$ cat src/rtl/orbital_pkg.sv
// Shared symbol alphabet and state encoding for the orbital 2-bit link.
// Imported by both the transmit and receive ends.
package orbital_pkg;

  localparam logic [1:0] SYM_IDLE  = 2'b00;
  localparam logic [1:0] SYM_START = 2'b11;
  localparam logic [1:0] SYM_ZERO  = 2'b01;
  localparam logic [1:0] SYM_ONE   = 2'b10;

  typedef enum logic [2:0] {
    S_IDLE,
    S_START,
    S_DATA,
    S_PARITY,
    S_GAP
  } tx_state_t;

  function automatic logic [1:0] sym_of_bit(input logic b);
    return b ? SYM_ONE : SYM_ZERO;
  endfunction

endpackage

$ cat src/rtl/orbital_symbol_tx_if.sv
// Word-in / symbol-out bundle of the orbital transmitter.
// master = word source, slave = transmitter.
interface orbital_symbol_tx_if #(
  parameter int DATA_W = 8
);

  logic              io_in_valid;
  logic              io_in_ready;
  logic [DATA_W-1:0] io_in_bits;
  logic [1:0]        io_out;
  logic              io_busy;
  logic              io_done;

  modport master (
    output io_in_valid,
    output io_in_bits,
    input  io_in_ready,
    input  io_out,
    input  io_busy,
    input  io_done
  );

  modport slave (
    input  io_in_valid,
    input  io_in_bits,
    output io_in_ready,
    output io_out,
    output io_busy,
    output io_done
  );

endinterface

$ cat src/rtl/orbital_symbol_tx.sv
// Serialises words into START / data / parity frames of 2-bit symbols.
// Frames are separated by 1+MIN_IDLE idle symbols.
module orbital_symbol_tx
  import orbital_pkg::*;
#(
  parameter int DATA_W   = 8,
  parameter int MIN_IDLE = 0
) (
  input  logic               clock,
  input  logic               reset,
  orbital_symbol_tx_if.slave io
);

  localparam int CW = (DATA_W > 1) ? $clog2(DATA_W) : 1;
  localparam int GW = (MIN_IDLE > 0) ? $clog2(MIN_IDLE + 1) : 1;

  localparam logic [CW-1:0] BIT_LAST = CW'(DATA_W - 1);
  localparam logic [GW-1:0] GAP_LAST =
    GW'((MIN_IDLE > 0) ? (MIN_IDLE - 1) : 0);

  tx_state_t         state_q, state_d;
  logic [DATA_W-1:0] shreg_q, shreg_d;
  logic [DATA_W-1:0] sh_next;
  logic              par_q, par_d;
  logic [CW-1:0]     bcnt_q, bcnt_d;
  logic [GW-1:0]     gcnt_q, gcnt_d;
  logic [1:0]        sym_q, sym_d;
  logic              done_q, done_d;
  logic              ready;
  logic              hs;

  assign ready   = (state_q == S_IDLE) & ~reset;
  assign hs      = io.io_in_valid & ready;
  assign sh_next = shreg_q >> 1;

  // sym_d is the symbol of the state being entered, so io_out
  // lines up with state_q while staying a plain flop output.
  always_comb begin
    state_d = state_q;
    shreg_d = shreg_q;
    par_d   = par_q;
    bcnt_d  = bcnt_q;
    gcnt_d  = gcnt_q;
    sym_d   = SYM_IDLE;
    done_d  = 1'b0;
    unique case (state_q)
      S_IDLE: begin
        if (hs) begin
          shreg_d = io.io_in_bits;
          par_d   = ^io.io_in_bits;
          bcnt_d  = '0;
          state_d = S_START;
          sym_d   = SYM_START;
        end
      end
      S_START: begin
        state_d = S_DATA;
        sym_d   = sym_of_bit(shreg_q[0]);
      end
      S_DATA: begin
        shreg_d = sh_next;
        if (bcnt_q == BIT_LAST) begin
          state_d = S_PARITY;
          sym_d   = sym_of_bit(par_q);
          done_d  = 1'b1;
        end else begin
          bcnt_d = bcnt_q + 1'b1;
          sym_d  = sym_of_bit(sh_next[0]);
        end
      end
      S_PARITY: begin
        gcnt_d  = '0;
        state_d = (MIN_IDLE > 0) ? S_GAP : S_IDLE;
      end
      S_GAP: begin
        if (gcnt_q == GAP_LAST) begin
          state_d = S_IDLE;
        end else begin
          gcnt_d = gcnt_q + 1'b1;
        end
      end
      default: begin
        state_d = S_IDLE;
      end
    endcase
  end

  always_ff @(posedge clock or posedge reset) begin
    if (reset) begin
      state_q <= S_IDLE;
      shreg_q <= '0;
      par_q   <= 1'b0;
      bcnt_q  <= '0;
      gcnt_q  <= '0;
      sym_q   <= SYM_IDLE;
      done_q  <= 1'b0;
    end else begin
      state_q <= state_d;
      shreg_q <= shreg_d;
      par_q   <= par_d;
      bcnt_q  <= bcnt_d;
      gcnt_q  <= gcnt_d;
      sym_q   <= sym_d;
      done_q  <= done_d;
    end
  end

  assign io.io_in_ready = ready;
  assign io.io_out      = sym_q;
  assign io.io_busy     = (state_q != S_IDLE);
  assign io.io_done     = done_q;

endmodule

$ cat src/flat_wrapper.sv
// flat-port wrapper written by rule: the top's interface ports become plain ports
module orbital_symbol_tx_flat import orbital_pkg::*;
#(
  parameter int DATA_W   = 8,
  parameter int MIN_IDLE = 0
)
  (clock, reset, io_io_in_valid, io_io_in_bits, io_io_in_ready, io_io_out, io_io_busy, io_io_done);
  orbital_symbol_tx_if #(.DATA_W(DATA_W)) io_i ();
  input  logic clock;
  input  logic reset;
  input wire logic [$bits(io_i.io_in_valid)-1:0] io_io_in_valid;
  input wire logic [$bits(io_i.io_in_bits)-1:0] io_io_in_bits;
  output wire logic [$bits(io_i.io_in_ready)-1:0] io_io_in_ready;
  output wire logic [$bits(io_i.io_out)-1:0] io_io_out;
  output wire logic [$bits(io_i.io_busy)-1:0] io_io_busy;
  output wire logic [$bits(io_i.io_done)-1:0] io_io_done;
  assign io_i.io_in_valid = io_io_in_valid;
  assign io_i.io_in_bits = io_io_in_bits;
  assign io_io_in_ready = io_i.io_in_ready;
  assign io_io_out = io_i.io_out;
  assign io_io_busy = io_i.io_busy;
  assign io_io_done = io_i.io_done;
  orbital_symbol_tx #(.DATA_W(DATA_W), .MIN_IDLE(MIN_IDLE)) u_core (.clock(clock), .reset(reset), .io(io_i));
endmodule
$ cat config.mk
export PLATFORM = sky130hd
export DESIGN_NAME = orbital_symbol_tx_flat
export DESIGN_NICKNAME = d
export VERILOG_FILES = /design/src/rtl/orbital_pkg.sv /design/src/rtl/orbital_symbol_tx_if.sv /design/src/rtl/orbital_symbol_tx.sv /design/src/flat_wrapper.sv
export SDC_FILE = /design/constraint.sdc
export NUM_CORES = 1
export LEC_CHECK = 0
export ABC_AREA = 1
export CORE_AREA = 4 4 64 66
export CTS_BUF_LIST = sky130_fd_sc_hd__clkbuf_4 sky130_fd_sc_hd__clkbuf_8
export DETAILED_ROUTE_END_ITERATION = 16
export DIE_AREA = 0 0 68 70
export PLACE_DENSITY = 0.53
export SKIP_CTS_REPAIR_TIMING = 1
export SLEW_MARGIN = 20
export SYNTH_ARGS = -nofsm -noshare
export SYNTH_HDL_FRONTEND = slang
export SYNTH_SLANG_ARGS = --single-unit
$ cat constraint.sdc
create_clock -name clock -period 1.37 [get_ports clock]
set_input_delay 0.137 -clock clock [delete_from_list [all_inputs] [get_ports clock]]
set_output_delay 0.137 -clock clock [all_outputs]
set_load 0.1 [all_outputs]
* Yosys cells after proc, flatten, opt, wreduce, memory -nomap -nowiden
Cells that the tools add are included.
** Storage, ports and cells
- Flip-flop bits (word level) :: 19
- Input bits :: 11
- Output and inout bits :: 5
- Word-level logic and storage cells :: 49
** Cells by class
- Add/sub/neg operators :: 2
- Equal/unequal tests :: 9
- Muxes and demuxes :: 19
- Bitwise gates (word level) :: 3
- Reductions and logical operators :: 9
** Operators with widths (number)
- $pmux 8 s2 :: 1
- $mux 3 :: 5
- $pmux 3 s4 :: 1
- $mux 2 :: 5
- $mux 8 :: 1
- $reduce_xor 8->1 :: 1
- $eq 3x2->1 const B :: 2
- $eq 3x3->1 const B :: 2
- $pmux 2 s3 :: 1
- $pmux 3 s2 :: 1
- $reduce_and 3->1 :: 2
- $ne 2x1->1 const B :: 2
- $ne 2x2->1 const B :: 2
- $reduce_and 2->1 :: 2
- $reduce_bool 2->1 :: 2
- $add 3x1->3 const B :: 1
- $eq 3x1->1 const B :: 1
- $logic_not 3->1 :: 1
- $mux 1 :: 3
- $reduce_bool 3->1 :: 1
- $and 1x1->1 :: 2
- $pmux 1 s2 :: 1
- $add 1x1->1 const B :: 1
- $not 1->1 :: 1

* Logic depth before layout (Yosys ltp)
- Depth in word-level cells :: 5
- Mapped depth :: 9
- Depth with buffers taken out :: 9

* Least setup slack after synthesis
OpenSTA, ideal clock, no wires.
- Kind :: register to output
- Start :: register u_core.state_q[0]
- End :: output io_io_in_ready
- Data arrival time :: 2270 ps
- Setup slack :: -1037 ps
- Stages on the path, launching flop included :: 5
- Cells stage by stage :: dfrtp_1 -> inv_1 -> ha_1 -> inv_2 -> nor2_1
** On the way
- Cells in the longest elaborated chain, start to end :: 2
** Ends and longest elaborated chain
- start, declared :: line orbital_symbol_tx.sv:21 : tx_state_t state_q, state_d;
- start signal, assigned :: line orbital_symbol_tx.sv:98 : state_q <= state_d;
- $logic_not 3->1 :: line orbital_symbol_tx.sv:32 : assign ready = (state_q == S_IDLE) & ~reset;
- $and 1x1->1 :: line orbital_symbol_tx.sv:32
- end, declared :: line flat_wrapper.sv:13 : output wire logic [$bits(io_i.io_in_ready)-1:0] io_io_in_ready;
No other way between the ends.

* Final worst setup path
- Start :: register u_core.state_q[1]
- End :: output io_io_in_ready
The elaborated chain is that of the path after synthesis.

==> results.cfg <==
[outcome]
status = finished with violations
violations = setup timing

[global_route]
grt_pass1_vias = 917
grt_most_used_layer = met2
grt_usage_pct = 10.0
grt_start_max_net_pins = 18
grt_use_met2_pct = 16.8
grt_use_met3_pct = 1.13
grt-ovfl-total = 0
met1_usage_pct = 12.2
antenna_found_initial = 0
grt_first_pass_wirelength_um = 3730

[power]
power_density_mw_per_mm2 = 2190
peakVddDrop_v = 0.000539
power_leakage_nw = 0.754

[setup_path]
crit_end = io_io_in_ready
crit_buf_inv = 3
rrSetupSlack_ns = -0.06
cp-end-kind = output port
critPathKind = reg -> out
r2r_cells = 8
path_cells = inv_2 -> ha_4 -> inv_8 -> nor2_4 -> buf_12
r2r_end = u_core.bcnt_q[0]$_DFFE_PP0P_
worst_setup_path_start_kind = flop
crit_family = flip-flops
required_ns = 1.23
cpPeakStageDelay_ns = 0.42
crit_fanout = 3
crit_arrival_ns = 1.30
reg2reg_from = u_core.state_q[1]$_DFFE_PP0P_
cp.depth = 5
cp_slowest_cell = dfrtp_1
crit_start = u_core.state_q[1]$_DFFE_PP0P_

[route]
drtAntennaViolNets = 0
drc = 0
avgViaCountPerCell = 4.35
post_drt_wl_per_cell_um = 11.1
totalWireLength_um = 2360
vias = 927
dr.pass1.iters = 4
dr.first_iter.drc_count = 21

[final_layout]
final_common_cell = nand2_1
num-nets-final = 183
n_fill_cell = 369
final_area_sq_mm = 0.00156
regArea_sq_um = 425
multi_input_area_sq_um = 591
drive_above_1_share_pct = 30.3
final_cell_mix = nand2_1 (46), dfrtp_1 (17), inv_1 (13)
final_cells = 213
utilization_pct = 43.5
diodes = 0
syn_to_final_growth_pct = 54.0

[timing]
max_freq_ghz = 0.695
fin_crit_ns = 1.44
setup_slack_ns = -0.0678
slew_viol_final = 0
setup_violations = 9
timing.final.crit_share_pct = 105
finClkSkew_ns = 0.000632
rsz0062_at_grt = yes
hold_violations = 0
relSlewSlack_pct = 85.3
worst_slew_pin_slew_ns = 0.221

[floorplan]
io_pins = 16
core_sq_mm = 0.00358
dieArea_sq_mm = 0.00476
dieWidth_um = 68
fp-row-count = 22
initial_core_util_pct = 28.3
die_h_um = 70

[synthesis]
synth_nets = 149
synth_edf_count = 0
synth.avg_cell_area_sq_um = 7.66
synthArstFlopShare_pct = 100
synth_ff_type = dfrtp_1
synth-seq-area-share_pct = 42.1
ys_ff_latch = 17
synth_cell_types = 24
netlist_area_sq_mm = 0.00101
syn_inst = 132
yosysWarnings = 0

[placed_design]
dp.cells = 201
place_area_sq_mm = 0.00136
portBuffers = 15
pre_cts_ws_ns = -0.0200
dpl.hpwl_um = 1710
place_congestion = 0.673

[flow_run]
maxCapViolations = 0

[min_path]
hold_path_class = in -> async

[clock_tree]
cts_max_level = 1
root_buffer = clkbuf_4
cts_max_path_buffers = 2
clk_pin_slew_ns = 0.10
cts_tree = yes
cts.sinks = 17
cts_buffers = 3
clkLatencyLatePin_ns = 0.28
==> flip-flops by register name, indices dropped and copies added, names as in the netlist <==
signal and count:
u_core.shreg_q 8, u_core.state_q 2, u_core.io.io_out 2, u_core.io.io_done 1, u_core.par_q 1, u_core.bcnt_q 3
==> worst reg2reg max path, cell delays in order, from the launching register on <==
cell     delay, ns
dfrtp_1       0.42
inv_2         0.10
ha_4          0.17
buf_4         0.12
nand3_4       0.10
nand2_8       0.12
buf_6         0.12
a21oi_2       0.05
a31oi_2       0.15
==> Yosys cell counts, types with 2 or more instances <==
| master | n | share of area, % |
|---|---|---|
| o21a_1 | 2 | 1.5 |
| a21oi_1 | 2 | 0.99 |
| nand2_1 | 48 | 18 |
| nand3_1 | 3 | 1.5 |
| inv_1 | 16 | 5.9 |
| ha_1 | 6 | 7.4 |
| o21ai_1 | 3 | 1.5 |
| dfrtp_1 | 17 | 42 |
| nor2_1 | 10 | 3.7 |
| inv_2 | 3 | 1.1 |
| a31oi_1 | 7 | 4.3 |
| o21ai_2 | 2 | 1.7 |
| o211ai_1 | 2 | 1.5 |
==> through the flow <==
step	hold WS (ns)	setup TNS, ns	power, mW
after CTS	0.278	-0.304	3.00
after floorplan	0.0937	-0.0207	2.09
after global placement	0.472	-0.00426	2.67
final	0.274	-0.256	3.40
after detailed placement	0.472	-0.0285	2.70
after global routing	0.314	-1.16	3.66
==> layer usage <==
layer  up-vias  routed length [um]
li1        485                   -
met5         -                   0
met4         0                  44
met1       419                1050
met3         4                  72
met2        19                1190
==> logic make-up (layout without fill, tap and decap cells) <==
kind of cell | count (synthesis) | in the layout | share of synthesized area, %
flip-flops | 17 | 17 | 42.1
AND/OR/NAND/NOR | 64 | 64 | 26.0
adder cells (fa/ha/maj) | 6 | 6 | 7.43
buffers and inverters | 22 | 55 | 9.41
AO/OA/AOI/OAI | 22 | 22 | 14.2
XOR/XNOR | 1 | 1 | 0.866
==> worst min-delay path by stage <==
stage | cells after the start | slack (ns) | start | end
CTS | 3 | 0.28 | reset | u_core.state_q[1]$_DFFE_PP0P_
finish | 3 | 0.27 | reset | u_core.state_q[1]$_DFFE_PP0P_
detailed placement | 2 | 0.47 | u_core.par_q$_DFFE_PP0P_ | u_core.par_q$_DFFE_PP0P_
floorplan | 1 | 0.09 | reset | u_core.bcnt_q[0]$_DFFE_PP0P_
global placement | 2 | 0.47 | u_core.bcnt_q[1]$_DFFE_PP0P_ | u_core.bcnt_q[1]$_DFFE_PP0P_
global route | 3 | 0.31 | reset | u_core.state_q[1]$_DFFE_PP0P_
==> report_power, final <==
group          switching, mW  internal, mW  total, mW
Sequential             0.128         0.717      0.845
Clock                  0.153         0.133      0.286
Combinational           1.25          1.02       2.27
==> cell type report <==
class | count | area share [%]
Multi-Input combinational cell | 93 | 37.9
Sequential cell | 17 | 27.3
Timing Repair Buffer | 32 | 23.7
Inverter | 19 | 5.23
Tap cell | 48 | 3.86
Clock buffer | 4 | 1.93
Power figures use the tool's default switching activity.
